==> src/rtl/fp32_fixed_pkg.sv <==
// FP32 field layout and the stage-1 payload shared by the FP32-to-fixed converter and its pipeline.
package fp32_fixed_pkg;

  localparam int SIGN_POS = 31;
  localparam int EXP_MSB  = 30;
  localparam int EXP_LSB  = 23;
  localparam int EXP_W    = 8;
  localparam int MAN_MSB  = 22;
  localparam int MAN_W    = 23;
  localparam int SIG_W    = MAN_W + 1;

  localparam logic [EXP_W-1:0] EXP_BIAS    = 8'd127;
  localparam logic [EXP_W-1:0] EXP_SPECIAL = 8'hFF;

  // Aligned, rounded magnitude plus the flags S2 needs to clamp and negate.
  typedef struct packed {
    logic        sign;
    logic [31:0] mag;
    logic        big;
    logic        inf;
    logic        nan;
    logic        last;
  } s1_t;

endpackage

==> src/rtl/fp32_fixed_convert.sv <==
// Combinational FP32 decode, mantissa alignment and round-half-away-from-zero to FRAC_BITS.
// No latency, no flow control; sits in front of the S1 register.
module fp32_fixed_convert
  import fp32_fixed_pkg::*;
#(
  parameter int FRAC_BITS = 16
) (
  input  logic [31:0] data,
  input  logic        last,
  output s1_t         payload
);

  // Left shift applied to the 24-bit significand to land on the output LSB grid.
  localparam logic signed [9:0] SH_OFS = 10'(FRAC_BITS - int'(EXP_BIAS) - MAN_W);
  localparam logic signed [9:0] BIG_SH = 10'(32 - SIG_W);
  localparam logic signed [9:0] MAX_RS = 10'sd25;

  logic [EXP_W-1:0] exp_f;
  logic [MAN_W-1:0] man_f;
  logic [SIG_W-1:0] sig;
  logic signed [9:0] sh;
  logic signed [9:0] rs;
  logic [4:0]        rsc;
  logic [SIG_W:0]    rnd;

  always_comb begin
    exp_f   = data[EXP_MSB:EXP_LSB];
    man_f   = data[MAN_MSB:0];
    sig     = {1'b1, man_f};
    sh      = $signed({2'b00, exp_f}) + SH_OFS;
    rs      = -sh;
    rsc     = 5'd0;
    rnd     = '0;
    payload = '0;
    payload.sign = data[SIGN_POS];
    payload.last = last;

    if (exp_f == EXP_SPECIAL) begin
      payload.inf = (man_f == '0);
      payload.nan = (man_f != '0);
    end else if (exp_f != '0) begin
      if (!sh[9]) begin
        // Shifting a normalised significand this far already exceeds any legal clamp.
        if (sh >= BIG_SH) payload.big = 1'b1;
        else              payload.mag = {8'b0, sig} << sh[2:0];
      end else begin
        // Beyond 25 right shifts the half-LSB exceeds the significand, so the result is 0 anyway.
        rsc = (rs > MAX_RS) ? 5'd25 : rs[4:0];
        rnd = {1'b0, sig} + (25'd1 << (rsc - 5'd1));
        payload.mag = {7'b0, rnd >> rsc};
      end
    end
  end

endmodule

==> src/rtl/fp32_to_fixed_stage.sv <==
// FP32 to saturated Q(32-FRAC_BITS).FRAC_BITS converter with saturation event counter.
// Two-stage valid/ready pipeline, 2-cycle latency, full backpressure via a combinational ready path.
module fp32_to_fixed_stage
  import fp32_fixed_pkg::*;
#(
  parameter int FRAC_BITS = 16,
  parameter int CLAMP_INT = 8
) (
  input  logic        clk,
  input  logic        rst_n,
  input  logic        valid_in,
  output logic        ready_out,
  input  logic [31:0] input_data,
  input  logic        last_in,
  output logic        valid_out,
  input  logic        ready_in,
  output logic [31:0] output_data,
  output logic        last_out,
  output logic        sat_out,
  input  logic        clr_cnt,
  output logic [15:0] sat_count
);

  localparam logic [31:0] CLAMP = 32'(CLAMP_INT) << FRAC_BITS;

  s1_t         conv;
  s1_t         p1;
  logic        v1;
  logic        v2;
  logic        s1_load;
  logic        s2_load;
  logic [31:0] mag_cl;
  logic [31:0] data_nxt;
  logic        sat_nxt;

  fp32_fixed_convert #(
    .FRAC_BITS(FRAC_BITS)
  ) u_convert (
    .data    (input_data),
    .last    (last_in),
    .payload (conv)
  );

  // An empty S2 always pulls from S1, so bubbles never block the pipe.
  assign s2_load   = !v2 || ready_in;
  assign s1_load   = !v1 || s2_load;
  assign ready_out = s1_load;
  assign valid_out = v2;

  always_ff @(posedge clk or negedge rst_n) begin
    if (!rst_n) begin
      v1 <= 1'b0;
      p1 <= '0;
    end else if (s1_load) begin
      v1 <= valid_in;
      if (valid_in) p1 <= conv;
    end
  end

  always_comb begin
    sat_nxt = 1'b0;
    mag_cl  = p1.mag;
    if (p1.nan) begin
      mag_cl  = '0;
      sat_nxt = 1'b1;
    end else if (p1.inf || p1.big || (p1.mag > CLAMP)) begin
      mag_cl  = CLAMP;
      sat_nxt = 1'b1;
    end
    data_nxt = p1.sign ? (32'd0 - mag_cl) : mag_cl;
  end

  always_ff @(posedge clk or negedge rst_n) begin
    if (!rst_n) begin
      v2          <= 1'b0;
      output_data <= '0;
      last_out    <= 1'b0;
      sat_out     <= 1'b0;
    end else if (s2_load) begin
      v2 <= v1;
      if (v1) begin
        output_data <= data_nxt;
        last_out    <= p1.last;
        sat_out     <= sat_nxt;
      end
    end
  end

  always_ff @(posedge clk or negedge rst_n) begin
    if (!rst_n) begin
      sat_count <= '0;
    end else if (clr_cnt) begin
      sat_count <= '0;
    end else if (v2 && ready_in && sat_out && (sat_count != 16'hFFFF)) begin
      sat_count <= sat_count + 16'd1;
    end
  end

endmodule

==> config.mk <==
export PLATFORM = sky130hd
export DESIGN_NAME = fp32_to_fixed_stage
export DESIGN_NICKNAME = d
export VERILOG_FILES = /design/src/rtl/fp32_fixed_pkg.sv /design/src/rtl/fp32_fixed_convert.sv /design/src/rtl/fp32_to_fixed_stage.sv
export SDC_FILE = /design/constraint.sdc
export NUM_CORES = 1
export LEC_CHECK = 0
export ABC_AREA = 1
export BUFFER_PORTS_ARGS = -buffer_cell sky130_fd_sc_hd__buf_2
export CORE_UTILIZATION = 28
export CTS_CLUSTER_DIAMETER = 120
export DETAILED_ROUTE_END_ITERATION = 8
export GPL_ROUTABILITY_DRIVEN = 1
export MAX_ROUTING_LAYER = met4
export SYNTH_ARGS = -nofsm -noshare
export SYNTH_HDL_FRONTEND = slang
export SYNTH_SLANG_ARGS = --single-unit
==> constraint.sdc <==
create_clock -name clk -period 3.1 [get_ports clk]
set_input_delay 0.62 -clock clk [delete_from_list [all_inputs] [get_ports clk]]
set_output_delay 0.62 -clock clk [all_outputs]
set_load 0.02 [all_outputs]
==> impl_metrics.csv, run 1 <==
group,metric,value,unit
floorplan,rows,63,
clock_tree,clk-insertion-delay-late,0.34,ns
sta,min_period,4.86,ns
worst_setup_path,rrSetupSlack,0.36,ns
logic_synthesis,synth_edf_count,0,
worst_setup_path,cp.arrival,5.09,ns
worst_hold_path,hold_class,"in -> async",
worst_setup_path,crit_type,"in -> reg",
routing,vias,9672,
sta,final_hold_viol_count,0,
grt,antenna_found_initial,0,
sta,maxSlewViolCount,0,
power,powerDensity,409,nW/um^2
logic_synthesis,synth_warnings,0,
routing,drt_pre_antenna_iters,5,
grt,grt-ovfl-total,0,
logic_synthesis,ys_async_sr_fraction,100,%
routing,drc_errors,0,
sta,period_share,157,%
place,post-place-ws,-2.52,ns
clock_tree,path_clk_slew,0.06,ns
worst_setup_path,critPathLaunchType,"input pin",
place,postPlaceCellArea,10500,sq um
sta,holdWs,0.464,ns
sta,finalSetupTns,-41.17,ns
sta,fin_ws,-1.76,ns
routing,drt_wl_total,29.0,mm
clock_tree,ctsHoldBuffers,0,
final_layout,antennaDiodeCount,0,
floorplan,die_h,176,um
worst_setup_path,cp-startpoint,"input_data[24]",
worst_setup_path,regToRegEndpoint,"sat_count[11]$_DFFE_PN0P_",
status,violations,"setup timing",
sta,fmax,206,MHz
clock_tree,cts_max_path_buffers,2,
sta,maxSlewHeadroom,27.4,%
place,port_buffers,89,
job,max_cap_violations,0,
clock_tree,cts_tree,"yes",
logic_synthesis,netlist_instances,1355,
routing,detail-route-antenna-nets,0,
floorplan,core,29700,sq um
final_layout,area_growth_syn_to_layout,38.3,%
grt,track_usage,19.5,%
logic_synthesis,synth_cell_types,55,
place,place_congestion,0.930,
sta,rsz0062_at_grt,"yes",
worst_setup_path,slowest_delay,0.34,ns
logic_synthesis,ys_ff_latch,88,
clock_tree,htree_num_levels,3,
power,p_leak,5.85,nW
sta,clock_skew,0.00334,ns
final_layout,final_area,11700,sq um
place,hpwl,22.7,mm
grt,grt_pass1_vias,9171,
power,ir_drop,0.235,mV
final_layout,layout_common_cells,"nand2_1 (337), buf_4 (180), nor2_1 (119)",
logic_synthesis,synth_top_flop_cell,"dfrtp_1",
clock_tree,cts-root-buf,"clkbuf_16",
sta,setup_viol,25,
logic_synthesis,synth_area_per_cell,6.27,sq um
floorplan,io_pins,90,
floorplan,die_w,176,um
worst_setup_path,cp_max_fo,7,
floorplan,start_util,28.6,%
clock_tree,cts_made_buffers,9,
sta,tightest_slew,1.09,ns
logic_synthesis,ys_seq_area_share,25.9,%
worst_setup_path,worstPathRequired,3.33,ns
worst_setup_path,rr_startpoint,"sat_count[0]$_DFFE_PN0P_",
logic_synthesis,synth_nets,1425,
final_layout,drive_gt1_share,32.2,%
routing,via_per_inst,4.89,
final_layout,final_common_cell,"nand2_1",
logic_synthesis,syn_area,8490,sq um
worst_setup_path,endpoint_kind,"flop",
routing,drt-initial-drc-count,738,
routing,routedWlPerCell,14.7,um
floorplan,die_area,31000,sq um
worst_setup_path,worst_path_max_delay_cell,"ha_1",
grt,grt_max_degree,89,
clock_tree,clock_sinks,88,
final_layout,nets,1654,
status,status,"finished with violations",
grt,grt_pass1_wl,47.3,mm
worst_setup_path,reg2regPathDepth,15,
kinds of logic (layout without fill, tap and decap cells):
| family | count (synthesis) | after routing | share of synthesized area [%] |
|---|---|---|---|
| AOI/OAI and AO/OA | 252 | 252 | 16.5 |
| xor gates and xnor gates | 33 | 33 | 3.40 |
| buffers and inverters | 205 | 439 | 9.81 |
| DFF | 88 | 88 | 25.9 |
| muxes | 4 | 4 | 0.471 |
| and+or+nand+nor | 741 | 741 | 39.1 |
| adders and majority gates | 32 | 32 | 4.80 |
layout make-up:
| type | instances | area (sq um) |
|---|---|---|
| timing repair buffer | 277 | 1930 |
| clock buffer | 14 | 264 |
| sequential | 88 | 2200 |
| clock inverter | 2 | 37.5 |
| fill | 3127 | 18000 |
| tap | 390 | 488 |
| inverter | 146 | 563 |
| multi-input combinational | 1062 | 6260 |
stage by stage:
step                util [%]  std cells  total power [W]
detailed placement      35.5       1939          0.00355
global route            39.5       1979          0.00516
CTS                     38.4       1971          0.00475
finish                  39.5       1979          0.00481
floorplan                  -       1355          0.00283
global placement        35.5       1939          0.00353
flip-flops by register name, summed over array words and instances, names as in the netlist:
signal / count
p1: 36
sat_out: 1
last_out: 1
sat_count: 16
output_data: 32
valid_out: 1
v1: 1
critical path: cells and delay by family:
family / cells / cell delay (ns)
AND/OR/NAND/NOR: 24 / 2.40
AO/OA/AOI/OAI: 2 / 0.36
buffers and inverters: 8 / 0.94
XOR/XNOR: 1 / 0.29
adder cells (fa/ha/maj): 2 / 0.46
synth_stat cells, types with 9 or more instances:
library cell	n	share of area [%]
o211ai_1	15	1.3
nor2_1	131	5.8
nand3_1	131	7.7
nand2_1	380	17
nand3_2	10	1.2
nor2_2	9	0.66
buf_2	24	1.4
inv_2	15	0.66
nor4_1	11	0.81
o21ai_0	110	6.5
o21ai_1	30	1.8
a21oi_1	65	3.8
ha_1	31	4.6
nand4_1	17	1.3
dfrtp_1	88	26
xor2_1	18	1.9
inv_1	128	5.7
nand2_2	10	0.74
clkbuf_1	25	1.1
nor3_1	20	1.2
xnor2_1	15	1.5
worst max path at each step:
| stage | cells after the start | to |
|---|---|---|
| finish | 37 | p1[13]$_DFFE_PN0P_ |
| detailed placement | 34 | p1[16]$_DFFE_PN0P_ |
| CTS | 40 | p1[20]$_DFFE_PN0P_ |
| global placement | 34 | p1[16]$_DFFE_PN0P_ |
| global route | 38 | p1[11]$_DFFE_PN0P_ |
| floorplan | 39 | p1[20]$_DFFE_PN0P_ |
layer usage:
metal  part of all wire (%)  GRT usage (%)  vias to the layer above
li1                       -              -                     4914
met1                     47           25.2                     4453
met2                     46           31.4                      253
met3                    4.1           1.96                       52
met4                    3.0           6.78                        0
met5                      0              -                        -
what timing repair did:
action | in CTS | in global routing
buffers inserted | 17 | 8
resized for setup | 103 | 71
pin swaps | 61 | 37
endpoints found under the setup margin | 25 | 41
power breakdown:
| group | switching [W] | leakage, nW | total (W) | internal [W] |
|---|---|---|---|---|
| Combinational | 0.00143 | 4.55 | 0.00224 | 0.000807 |
| Clock | 0.000424 | 0.143 | 0.00109 | 0.000669 |
| Sequential | 0.000121 | 1.16 | 0.00147 | 0.00135 |
| Total | 0.00198 | 5.85 | 0.00481 | 0.00283 |
Note: power is estimated with default switching activity, not from simulation.
==> run 2: changes to the inputs <==
==> constraint.sdc (replaced) <==
create_clock -name clk -period 3.1 [get_ports clk]
set_input_delay 0.465 -clock clk [delete_from_list [all_inputs] [get_ports clk]]
set_output_delay 0.465 -clock clk [all_outputs]
set_load 0.02 [all_outputs]
==> run 2 against run 1 <==
  * The flow still finishes with violations (setup timing)
  * Global-route usage up 0.21 points
  * Hold slack got worse by 0.27 ns
  * Clock power is essentially flat
  * Die area unchanged
  * Sequential power is essentially flat
  * Flip-flop and latch count unchanged
==> impl_metrics.csv, run 2 (synthesis gave the netlist of run 1 again) <==
group,metric,value,unit
floorplan,die_h,176,um
grt,grt_util_met2,33.3,%
power,power_frac_seq,30.5,%
sta,holdWs,0.191,ns
sta,fmax,217,MHz
clock_tree,cts_tree,"yes",
floorplan,io_pins,90,
grt,grt_pass1_wl,47.7,mm
final_layout,regMostFlops,"p1",
sta,rsz0062_at_grt,"yes",
routing,drt_pre_antenna_iters,5,
grt,grt-ovfl-total,0,
floorplan,die_area,31000,sq um
worst_setup_path,rrSetupSlack,0.40,ns
sta,setup_viol,25,
routing,via_per_inst,4.91,
power,p_sw_share,41.5,%
sta,finalSetupTns,-35.67,ns
final_layout,layout_common_cells,"nand2_1 (334), buf_4 (171), inv_1 (118)",
worst_setup_path,crit_type,"in -> reg",
clock_tree,clk-insertion-delay-late,0.33,ns
grt,antenna_found_initial,0,
clock_tree,htree_num_levels,3,
status,violations,"setup timing",
grt,met1_usage,25.2,%
sta,fin_ws,-1.51,ns
power,finalPower,0.00481,W
sta,min_period,4.61,ns
worst_setup_path,rr_startpoint,"p1[5]$_DFFE_PN0P_",
power,powerDensity,406,nW/um^2
final_layout,antennaDiodeCount,0,
grt,grt_max_degree,56,
power,p_int,0.00282,W
place,hpwl,23.1,mm
worst_setup_path,worstPathRequired,3.33,ns
clock_tree,cts_max_path_buffers,2,
grt,grt-busiest-layer,"met2",
place,port_buffers,89,
grt,grt_pass1_vias,9446,
final_layout,drive_gt1_share,33.0,%
worst_setup_path,cp_max_fo,5,
routing,drt_wl_total,29.5,mm
clock_tree,ctsHoldBuffers,0,
worst_setup_path,slowest_delay,0.34,ns
worst_setup_path,endpoint_kind,"flop",
sta,maxSlewViolCount,0,
sta,clock_skew,0.00443,ns
worst_hold_path,hold_class,"in -> async",
routing,vias,9677,
power,p_sw,0.00199,W
sta,tightest_slew,0.709,ns
floorplan,rows,63,
routing,drc_errors,0,
sta,maxSlewHeadroom,52.8,%
power,ir_drop,0.236,mV
final_layout,nets,1646,
power,clockPowerShare,22.0,%
worst_setup_path,reg2regPathDepth,16,
floorplan,core,29700,sq um
clock_tree,cts_made_buffers,9,
routing,routedWlPerCell,15.0,um
sta,period_share,149,%
job,max_cap_violations,0,
clock_tree,cts-root-buf,"clkbuf_16",
power,combPwrFrac,47.5,%
routing,detail-route-antenna-nets,0,
routing,drt-initial-drc-count,786,
place,postPlaceCellArea,10500,sq um
worst_setup_path,cp.arrival,4.83,ns
worst_setup_path,crit_top_cell,"nand2_1",
clock_tree,path_clk_slew,0.06,ns
worst_setup_path,regToRegEndpoint,"output_data[24]$_DFFE_PN0P_",
grt,grtUsageMet3,1.23,%
power,p_leak,5.90,nW
place,post-place-ws,-2.13,ns
final_layout,final_common_cell,"nand2_1",
grt,track_usage,19.7,%
final_layout,final_area,11900,sq um
clock_tree,clock_sinks,88,
place,place_congestion,0.991,
worst_setup_path,critPathLaunchType,"input pin",
floorplan,die_w,176,um
final_layout,reg_top3,"p1 x36, output_data x32, sat_count x16",
sta,final_hold_viol_count,0,
final_layout,largest_reg_flops,36,
final_layout,area_growth_syn_to_layout,39.6,%
worst_setup_path,worst_path_max_delay_cell,"ha_1",
floorplan,start_util,28.6,%
status,status,"finished with violations",
run 2: cell types whose count changed in the layout (fill, tap and decap cells not counted), sizes merged:
cell,change
buf,-9
bufbuf,+1
clkbuf,-3
clkinv,+3
clkinvlp,-1
run 2: final cells by class:
cell class	count	area (sq um)
Clock buffer	11	243
Clock inverter	4	45.0
Fill cell	3107	17900
Inverter	146	558
Multi-Input combinational cell	1062	6410
Sequential cell	88	2200
Tap cell	390	488
Timing Repair Buffer	269	1910
run 2: repair_timing:
item                                    in CTS  in global routing
endpoints found under the setup margin      25                 38
buffers inserted                            14                  8
pin swaps                                   61                 54
resized for setup                          103                 96
gates cloned                                 1                  0
run 2: stage by stage:
step,util (%),cells
2_1_floorplan,-,1355
6_report,39.9,1970
4_1_cts,38.3,1962
3_5_place_dp,35.4,1933
3_3_place_gp,35.4,1933
5_1_grt,39.9,1970
run 2: worst max path at each step:
stage | from | to
floorplan | input_data[23] | p1[20]$_DFFE_PN0P_
global placement | input_data[24] | p1[20]$_DFFE_PN0P_
finish | input_data[24] | p1[14]$_DFFE_PN0P_
global route | input_data[24] | p1[4]$_DFFE_PN0P_
CTS | input_data[24] | p1[20]$_DFFE_PN0P_
detailed placement | input_data[24] | p1[6]$_DFFE_PN0P_
run 2: per-layer routing:
layer / share of wire (%) / routed length [um] / up-vias
li1: - / - / 4888
met1: 46 / 13500 / 4466
met2: 47 / 14000 / 287
met3: 4.5 / 1310 / 36
met4: 2.3 / 667 / 0
met5: 0 / 0 / -
run 2: power groups by stage:
stage	registers [W]	clock network, W	logic, W
detailed placement	0.00149	0	0.00206
global route	0.00149	0.00114	0.00253
finish	0.00147	0.00106	0.00228
floorplan	0.00166	0	0.00117
global placement	0.00149	0	0.00204
CTS	0.00147	0.00108	0.00217
run 2: worst max-delay path, delay by kind of cell:
family          cells  cell delay [ns]
xor+xnor            1             0.23
buf+inv             5             0.59
simple gates       22             2.37
compound gates      5             0.65
fa+ha+maj           2             0.51
